## src/rtl/spi_req_arbiter_if.sv

```systemverilog
// Handshake bundle between the two SPI transfer requesters, the arbiter and the SPI master controller.
// The slave modport is the arbiter's view; the master modport is the surrounding logic's view.
interface spi_req_arbiter_if #(
  parameter int CFG_W = 128
);
  logic             r0_req;
  logic [CFG_W-1:0] r0_cfg;
  logic             r0_ack;
  logic             r0_err;
  logic             r1_req;
  logic [CFG_W-1:0] r1_cfg;
  logic             r1_ack;
  logic             r1_err;
  logic             spi_req;
  logic [CFG_W-1:0] spi_cfg;
  logic             spi_ack;
  logic [1:0]       grant;
  logic             busy;
  logic             timeout;

  modport slave (
    input  r0_req, r0_cfg, r1_req, r1_cfg, spi_ack,
    output r0_ack, r0_err, r1_ack, r1_err, spi_req, spi_cfg, grant, busy, timeout
  );

  modport master (
    output r0_req, r0_cfg, r1_req, r1_cfg, spi_ack,
    input  r0_ack, r0_err, r1_ack, r1_err, spi_req, spi_cfg, grant, busy, timeout
  );
endinterface

```

## src/rtl/spi_req_arbiter.sv

```systemverilog
// Two-requester arbiter for the shared SPI master controller: round-robin or fixed priority,
// latched transfer configuration, four-phase req/ack to the controller and optional timeout abort.
module spi_req_arbiter #(
  parameter int CFG_W          = 128,
  parameter int FIXED_PRIO     = 0,
  parameter int TIMEOUT_CYCLES = 0
) (
  input  logic               s_axi_aclk,
  input  logic               s_axi_aresetn,
  input  logic               swrst,
  spi_req_arbiter_if.slave   bus
);

  typedef enum logic [1:0] {S_IDLE, S_REQ, S_ACK, S_REL} state_t;

  localparam logic [15:0] TO_LIM = 16'(TIMEOUT_CYCLES);
  localparam bit          TO_EN  = (TIMEOUT_CYCLES > 0);

  state_t           r_state, w_stateNxt;
  logic             r_last, w_lastNxt;
  logic [15:0]      r_cnt, w_cntNxt;
  logic [1:0]       r_grant, w_grantNxt;
  logic             r_spiReq, w_spiReqNxt;
  logic [CFG_W-1:0] r_spiCfg, w_spiCfgNxt;
  logic [1:0]       r_ack, w_ackNxt;
  logic [1:0]       r_err, w_errNxt;
  logic             r_timeout, w_timeoutNxt;

  logic             w_ownReq;
  logic             w_pick1;

  assign w_ownReq = r_grant[1] ? bus.r1_req : bus.r0_req;

  // r_last=1 favours requester 0 on a tie; a lone requester always wins.
  always_comb begin
    if (FIXED_PRIO != 0) w_pick1 = !bus.r0_req;
    else                 w_pick1 = bus.r1_req && (!bus.r0_req || !r_last);
  end

  always_comb begin
    w_stateNxt   = r_state;
    w_lastNxt    = r_last;
    w_cntNxt     = r_cnt;
    w_grantNxt   = r_grant;
    w_spiReqNxt  = r_spiReq;
    w_spiCfgNxt  = r_spiCfg;
    w_ackNxt     = r_ack;
    w_errNxt     = r_err;
    w_timeoutNxt = 1'b0;

    case (r_state)
      S_IDLE: begin
        if (bus.r0_req || bus.r1_req) begin
          w_stateNxt  = S_REQ;
          w_grantNxt  = w_pick1 ? 2'b10 : 2'b01;
          w_spiCfgNxt = w_pick1 ? bus.r1_cfg : bus.r0_cfg;
          w_spiReqNxt = 1'b1;
          w_cntNxt    = '0;
          w_lastNxt   = w_pick1;
        end
      end
      // A genuine completion wins over a timeout landing in the same cycle.
      S_REQ: begin
        if (bus.spi_ack) begin
          w_ackNxt   = r_grant;
          w_stateNxt = S_ACK;
        end else if (TO_EN && (r_cnt == TO_LIM)) begin
          w_ackNxt     = r_grant;
          w_errNxt     = r_grant;
          w_timeoutNxt = 1'b1;
          w_spiReqNxt  = 1'b0;
          w_stateNxt   = S_ACK;
        end else if (r_cnt != 16'hFFFF) begin
          w_cntNxt = r_cnt + 16'd1;
        end
      end
      S_ACK: begin
        if (!w_ownReq) begin
          w_ackNxt    = '0;
          w_errNxt    = '0;
          w_spiReqNxt = 1'b0;
          w_stateNxt  = S_REL;
        end
      end
      S_REL: begin
        if (!bus.spi_ack) begin
          w_grantNxt = '0;
          w_stateNxt = S_IDLE;
        end
      end
      default: w_stateNxt = S_IDLE;
    endcase
  end

  // Soft reset restores exactly the same values as the asynchronous reset.
  always_ff @(posedge s_axi_aclk or negedge s_axi_aresetn) begin
    if (!s_axi_aresetn) begin
      r_state   <= S_IDLE;
      r_last    <= 1'b1;
      r_cnt     <= '0;
      r_grant   <= '0;
      r_spiReq  <= 1'b0;
      r_spiCfg  <= '0;
      r_ack     <= '0;
      r_err     <= '0;
      r_timeout <= 1'b0;
    end else if (swrst) begin
      r_state   <= S_IDLE;
      r_last    <= 1'b1;
      r_cnt     <= '0;
      r_grant   <= '0;
      r_spiReq  <= 1'b0;
      r_spiCfg  <= '0;
      r_ack     <= '0;
      r_err     <= '0;
      r_timeout <= 1'b0;
    end else begin
      r_state   <= w_stateNxt;
      r_last    <= w_lastNxt;
      r_cnt     <= w_cntNxt;
      r_grant   <= w_grantNxt;
      r_spiReq  <= w_spiReqNxt;
      r_spiCfg  <= w_spiCfgNxt;
      r_ack     <= w_ackNxt;
      r_err     <= w_errNxt;
      r_timeout <= w_timeoutNxt;
    end
  end

  assign bus.r0_ack  = r_ack[0];
  assign bus.r1_ack  = r_ack[1];
  assign bus.r0_err  = r_err[0];
  assign bus.r1_err  = r_err[1];
  assign bus.spi_req = r_spiReq;
  assign bus.spi_cfg = r_spiCfg;
  assign bus.grant   = r_grant;
  assign bus.busy    = (r_state != S_IDLE);
  assign bus.timeout = r_timeout;

endmodule

```

## src/flat_wrapper.sv

```systemverilog
// flat-port wrapper written by rule: the top's interface ports become plain ports
module spi_req_arbiter_flat 
#(
  parameter int CFG_W          = 128,
  parameter int FIXED_PRIO     = 0,
  parameter int TIMEOUT_CYCLES = 0
)
  (s_axi_aclk, s_axi_aresetn, swrst, bus_r0_req, bus_r0_cfg, bus_r1_req, bus_r1_cfg, bus_spi_ack, bus_r0_ack, bus_r0_err, bus_r1_ack, bus_r1_err, bus_spi_req, bus_spi_cfg, bus_grant, bus_busy, bus_timeout);
  spi_req_arbiter_if #(.CFG_W(CFG_W)) bus_i ();
  input  logic s_axi_aclk;
  input  logic s_axi_aresetn;
  input  logic swrst;
  input wire logic [$bits(bus_i.r0_req)-1:0] bus_r0_req;
  input wire logic [$bits(bus_i.r0_cfg)-1:0] bus_r0_cfg;
  input wire logic [$bits(bus_i.r1_req)-1:0] bus_r1_req;
  input wire logic [$bits(bus_i.r1_cfg)-1:0] bus_r1_cfg;
  input wire logic [$bits(bus_i.spi_ack)-1:0] bus_spi_ack;
  output wire logic [$bits(bus_i.r0_ack)-1:0] bus_r0_ack;
  output wire logic [$bits(bus_i.r0_err)-1:0] bus_r0_err;
  output wire logic [$bits(bus_i.r1_ack)-1:0] bus_r1_ack;
  output wire logic [$bits(bus_i.r1_err)-1:0] bus_r1_err;
  output wire logic [$bits(bus_i.spi_req)-1:0] bus_spi_req;
  output wire logic [$bits(bus_i.spi_cfg)-1:0] bus_spi_cfg;
  output wire logic [$bits(bus_i.grant)-1:0] bus_grant;
  output wire logic [$bits(bus_i.busy)-1:0] bus_busy;
  output wire logic [$bits(bus_i.timeout)-1:0] bus_timeout;
  assign bus_i.r0_req = bus_r0_req;
  assign bus_i.r0_cfg = bus_r0_cfg;
  assign bus_i.r1_req = bus_r1_req;
  assign bus_i.r1_cfg = bus_r1_cfg;
  assign bus_i.spi_ack = bus_spi_ack;
  assign bus_r0_ack = bus_i.r0_ack;
  assign bus_r0_err = bus_i.r0_err;
  assign bus_r1_ack = bus_i.r1_ack;
  assign bus_r1_err = bus_i.r1_err;
  assign bus_spi_req = bus_i.spi_req;
  assign bus_spi_cfg = bus_i.spi_cfg;
  assign bus_grant = bus_i.grant;
  assign bus_busy = bus_i.busy;
  assign bus_timeout = bus_i.timeout;
  spi_req_arbiter #(.CFG_W(CFG_W), .FIXED_PRIO(FIXED_PRIO), .TIMEOUT_CYCLES(TIMEOUT_CYCLES)) u_core (.s_axi_aclk(s_axi_aclk), .s_axi_aresetn(s_axi_aresetn), .swrst(swrst), .bus(bus_i));
endmodule
```

## config.mk

```make
export PLATFORM = sky130hd
export DESIGN_NAME = spi_req_arbiter_flat
export DESIGN_NICKNAME = d
export VERILOG_FILES = /design/src/rtl/spi_req_arbiter_if.sv /design/src/rtl/spi_req_arbiter.sv /design/src/flat_wrapper.sv
export SDC_FILE = /design/constraint.sdc
export NUM_CORES = 1
export LEC_CHECK = 0
export CAP_MARGIN = 25
export CORE_MARGIN = 10
export CORE_UTILIZATION = 36
export DETAILED_ROUTE_END_ITERATION = 10
export GPL_TIMING_DRIVEN = 1
export PLACE_DENSITY = 0.77
export SLEW_MARGIN = 15
export SYNTH_ARGS = -nofsm -noshare
export SYNTH_HDL_FRONTEND = slang
export SYNTH_SLANG_ARGS = --single-unit
export TNS_END_PERCENT = 50
```

## constraint.sdc

```tcl
create_clock -name s_axi_aclk -period 1.59 [get_ports s_axi_aclk]
set_input_delay 0.159 -clock s_axi_aclk [delete_from_list [all_inputs] [get_ports s_axi_aclk]]
set_output_delay 0.159 -clock s_axi_aclk [all_outputs]
set_load 0.05 [all_outputs]
```

==> metrics.txt <==
core area=between 15,000 and 20,000 um^2; clk_lat worst skew=~0.42 ns; Root Driver=clkbuf_16; ANT cells=0; WP data required=approximately 1.9 ns; GRT overflow=0; Cells after Synth=490; CP Data Arrival Time=1.95 ns; #FFs+latches synth=~140; failing checks=setup timing; worst min path class=in2async; prevailing post-synth register cell=dfrtp_1; drt pass-1 iters=5; Total Routing Usage GR=roughly 20%; RSZ-0062 raised after global routing=yes; Final Core Density=~65%; clock skew=between 0.01 and 0.015 ns; min cycle time layout=around 1.6 ns; Num CTS Buffers=17; startpoint types=flip-flop; max-slew violation count=0; leading area contributor after synthesis=dfrtp_1; PnR worst setup slack=-0.0200 ns; first-pass GRT wire length=40.2 mm; htree depth=4; number of port buffers=approximately 400; WL final=approximately 27 mm; Sinks on Clock Net=roughly 140; Post-synth EDFFs=0; synth-to-layout area growth=76.5%; Die W=~160 um; fmax=between 0.6 and 0.7 GHz; hold_ws=0.198 ns; initial core utilization=between 30% and 40%; sequential share of the synthesized area=a little under half; Avg Inst Size Synth=~15 um^2; Avg Vias per Cell=a little under 5; Post-Place Setup Slack=-0.341 ns; ANT nets after route=0; Worst-path clk slew=roughly 0.070 ns; asr flop ratio synth=100%; outcome=complete, but fails checks; total number of vias=roughly 6,000; CTS tree=built; Worst setup EP type=flip-flop; Tcrit/Tclk final=101%; final setup vio count=4; global placement routability congestion=0.829; largest net degree at the start of global routing=41; row count=51; initial antenna violation count=0; nets=1,217; placed wire-length estimate=21.5 mm; Routed wire per std cell=about 22 um; clk buf depth=2; Leakage=about 5.6 nW; DRC violations left=0; post-synth top area share=46.5%; Ys Warns=0; Die ar.=26,200 um^2; ratio of cells with drive above 1 in the final layout=between 40 and 50%; maxcap violations=0; Peak VDD IR=~0.76 mV; Initial DRC Count=about 270; final hold vios=0; synth top area cells=dfrtp_1, o2bb2ai_2, mux2i_1, o2bb2ai_1, buf_12; top-level I/O count=399; worst-path maximum fanout=3; post-synthesis cell type count=36; Mapped Area=7260 um^2; die height=approximately 160 um; number of global-route vias before repair=6,668; PwrDens=1530 nW/um^2; Worst Path Class, Setup=reg2reg
## synth_stat cells (2+ instances only)
| master | n |
|---|---|
| a211o_1 | 2 |
| a211oi_1 | 2 |
| a21oi_1 | 5 |
| buf_12 | 10 |
| buf_2 | 26 |
| buf_4 | 4 |
| buf_6 | 3 |
| buf_8 | 2 |
| dfrtp_1 | 135 |
| ha_1 | 6 |
| inv_1 | 5 |
| mux2_2 | 2 |
| mux2i_1 | 131 |
| nand2b_1 | 5 |
| o21ai_0 | 3 |
| o2bb2ai_1 | 28 |
| o2bb2ai_2 | 100 |
| or2_2 | 2 |
| or4b_2 | 2 |
## critical path: stages (launching register included)
cell     delay (ns)
dfrtp_1        0.41
ha_1           0.25
mux2i_2        0.17
or4b_2         0.61
o21ai_1        0.10
## metal layers
layer | up-vias | global-route usage [%] | part of all wire, %
met5 | - | 0 | 0
met4 | 0 | 5.33 | 1.6
met3 | 31 | 6.29 | 7.3
met2 | 249 | 33.3 | 49
met1 | 2931 | 23.1 | 42
li1 | 2810 | - | -
## cells in the final DEF, fill, tap and decap left out, types with 2 or more instances in the layout
cell,synthesis,layout
inv_6,0,4
mux2_2,2,2
or2_2,2,2
o2bb2ai_4,0,12
bufinv_16,0,2
clkbuf_16,0,21
buf_6,3,10
a211oi_2,0,2
mux2i_1,131,122
buf_12,10,20
inv_1,5,2
a21oi_1,5,5
o2bb2ai_2,100,99
or4b_2,2,2
buf_16,0,3
buf_4,4,187
clkdlybuf4s50_1,0,260
conb_1,1,3
nand2b_1,5,5
dfrtp_1,135,134
mux2i_2,0,6
clkinv_4,0,5
ha_1,6,3
a211o_1,2,2
mux2i_4,0,3
o2bb2ai_1,28,17
ha_4,0,2
inv_2,0,3
## where the power goes
group / internal [mW] / switching, mW / leakage (nW)
Clock: 2.39 / 1.67 / 0.294
Combinational: 4.01 / 6.26 / 3.52
Sequential: 4.44 / 0.825 / 1.81
## kinds of logic after synthesis
kind of cell    count (synthesis)  synth area share, %
flops                         136                 46.9
other cells                     1               0.0517
fa+ha+maj                       6                 1.03
mux                           133                 18.4
simple gates                   16                 1.53
buf+inv                        52                 6.26
compound gates                146                 25.9
## through the flow
stage | TNS (ns) | total power, mW | std cells | area, um^2
2_1_floorplan | -0.379 | 11.2 | 492 | 7310
3_3_place_gp | -21.44 | 14.9 | 1186 | 11700
3_5_place_dp | -24.88 | 15.0 | 1186 | 11700
4_1_cts | -0.00294 | 19.3 | 1219 | 12300
5_1_grt | -2.31 | 20.4 | 1227 | 12800
6_report | -0.0334 | 19.6 | 1227 | 12800
## what timing repair did
| action | CTS | global route |
|---|---|---|
| gates resized for setup | 14 | 48 |
| setup buffers | 0 | 3 |
| hold buffers | 1 | 0 |
| hold endpoints to repair | 38 | 0 |
| pin swaps | 1 | 24 |
| endpoints found under the setup margin | 128 | 121 |
| cloned | 0 | 5 |
## path summary, 6_finish.rpt
check                                                   start                            endpoint  slack, ns  depth (start not counted)
max in group asynchronous                       s_axi_aresetn  u_core.bus.spi_cfg[26]$_DFFE_PN0P_       0.82                          3
min                                             s_axi_aresetn  u_core.bus.spi_cfg[65]$_DFFE_PN0P_       0.20                          2
max                             u_core.r_state[0]$_DFFE_PN0P_         u_core.r_ack[0]$_DFFE_PN0P_      -0.02                          4
min in group s_axi_aclk                        bus_r0_cfg[80]  u_core.bus.spi_cfg[80]$_DFFE_PN0P_       0.37                          3
min reg2reg                u_core.bus.spi_cfg[85]$_DFFE_PN0P_  u_core.bus.spi_cfg[85]$_DFFE_PN0P_       0.49                          1
max reg2reg                     u_core.r_state[0]$_DFFE_PN0P_         u_core.r_ack[0]$_DFFE_PN0P_      -0.02                          4
## layout make-up
class | instances | area, um^2
Sequential cell | 136 | 3410
Timing Repair Buffer | 485 | 4710
Inverter | 5 | 18.8
Fill cell | 1489 | 6840
Multi-Input combinational cell | 304 | 3740
Clock inverter | 14 | 163
Tap cell | 265 | 332
Clock buffer | 18 | 439
## registers in the layout, summed over array words and instances (netlist names)
signal	flops
u_core.bus.spi_req	1
u_core.r_ack	2
u_core.bus.spi_cfg	128
u_core.r_state	2
u_core.r_last	1
u_core.bus.grant	2
No activity file was read; power rests on OpenSTA's default activity.
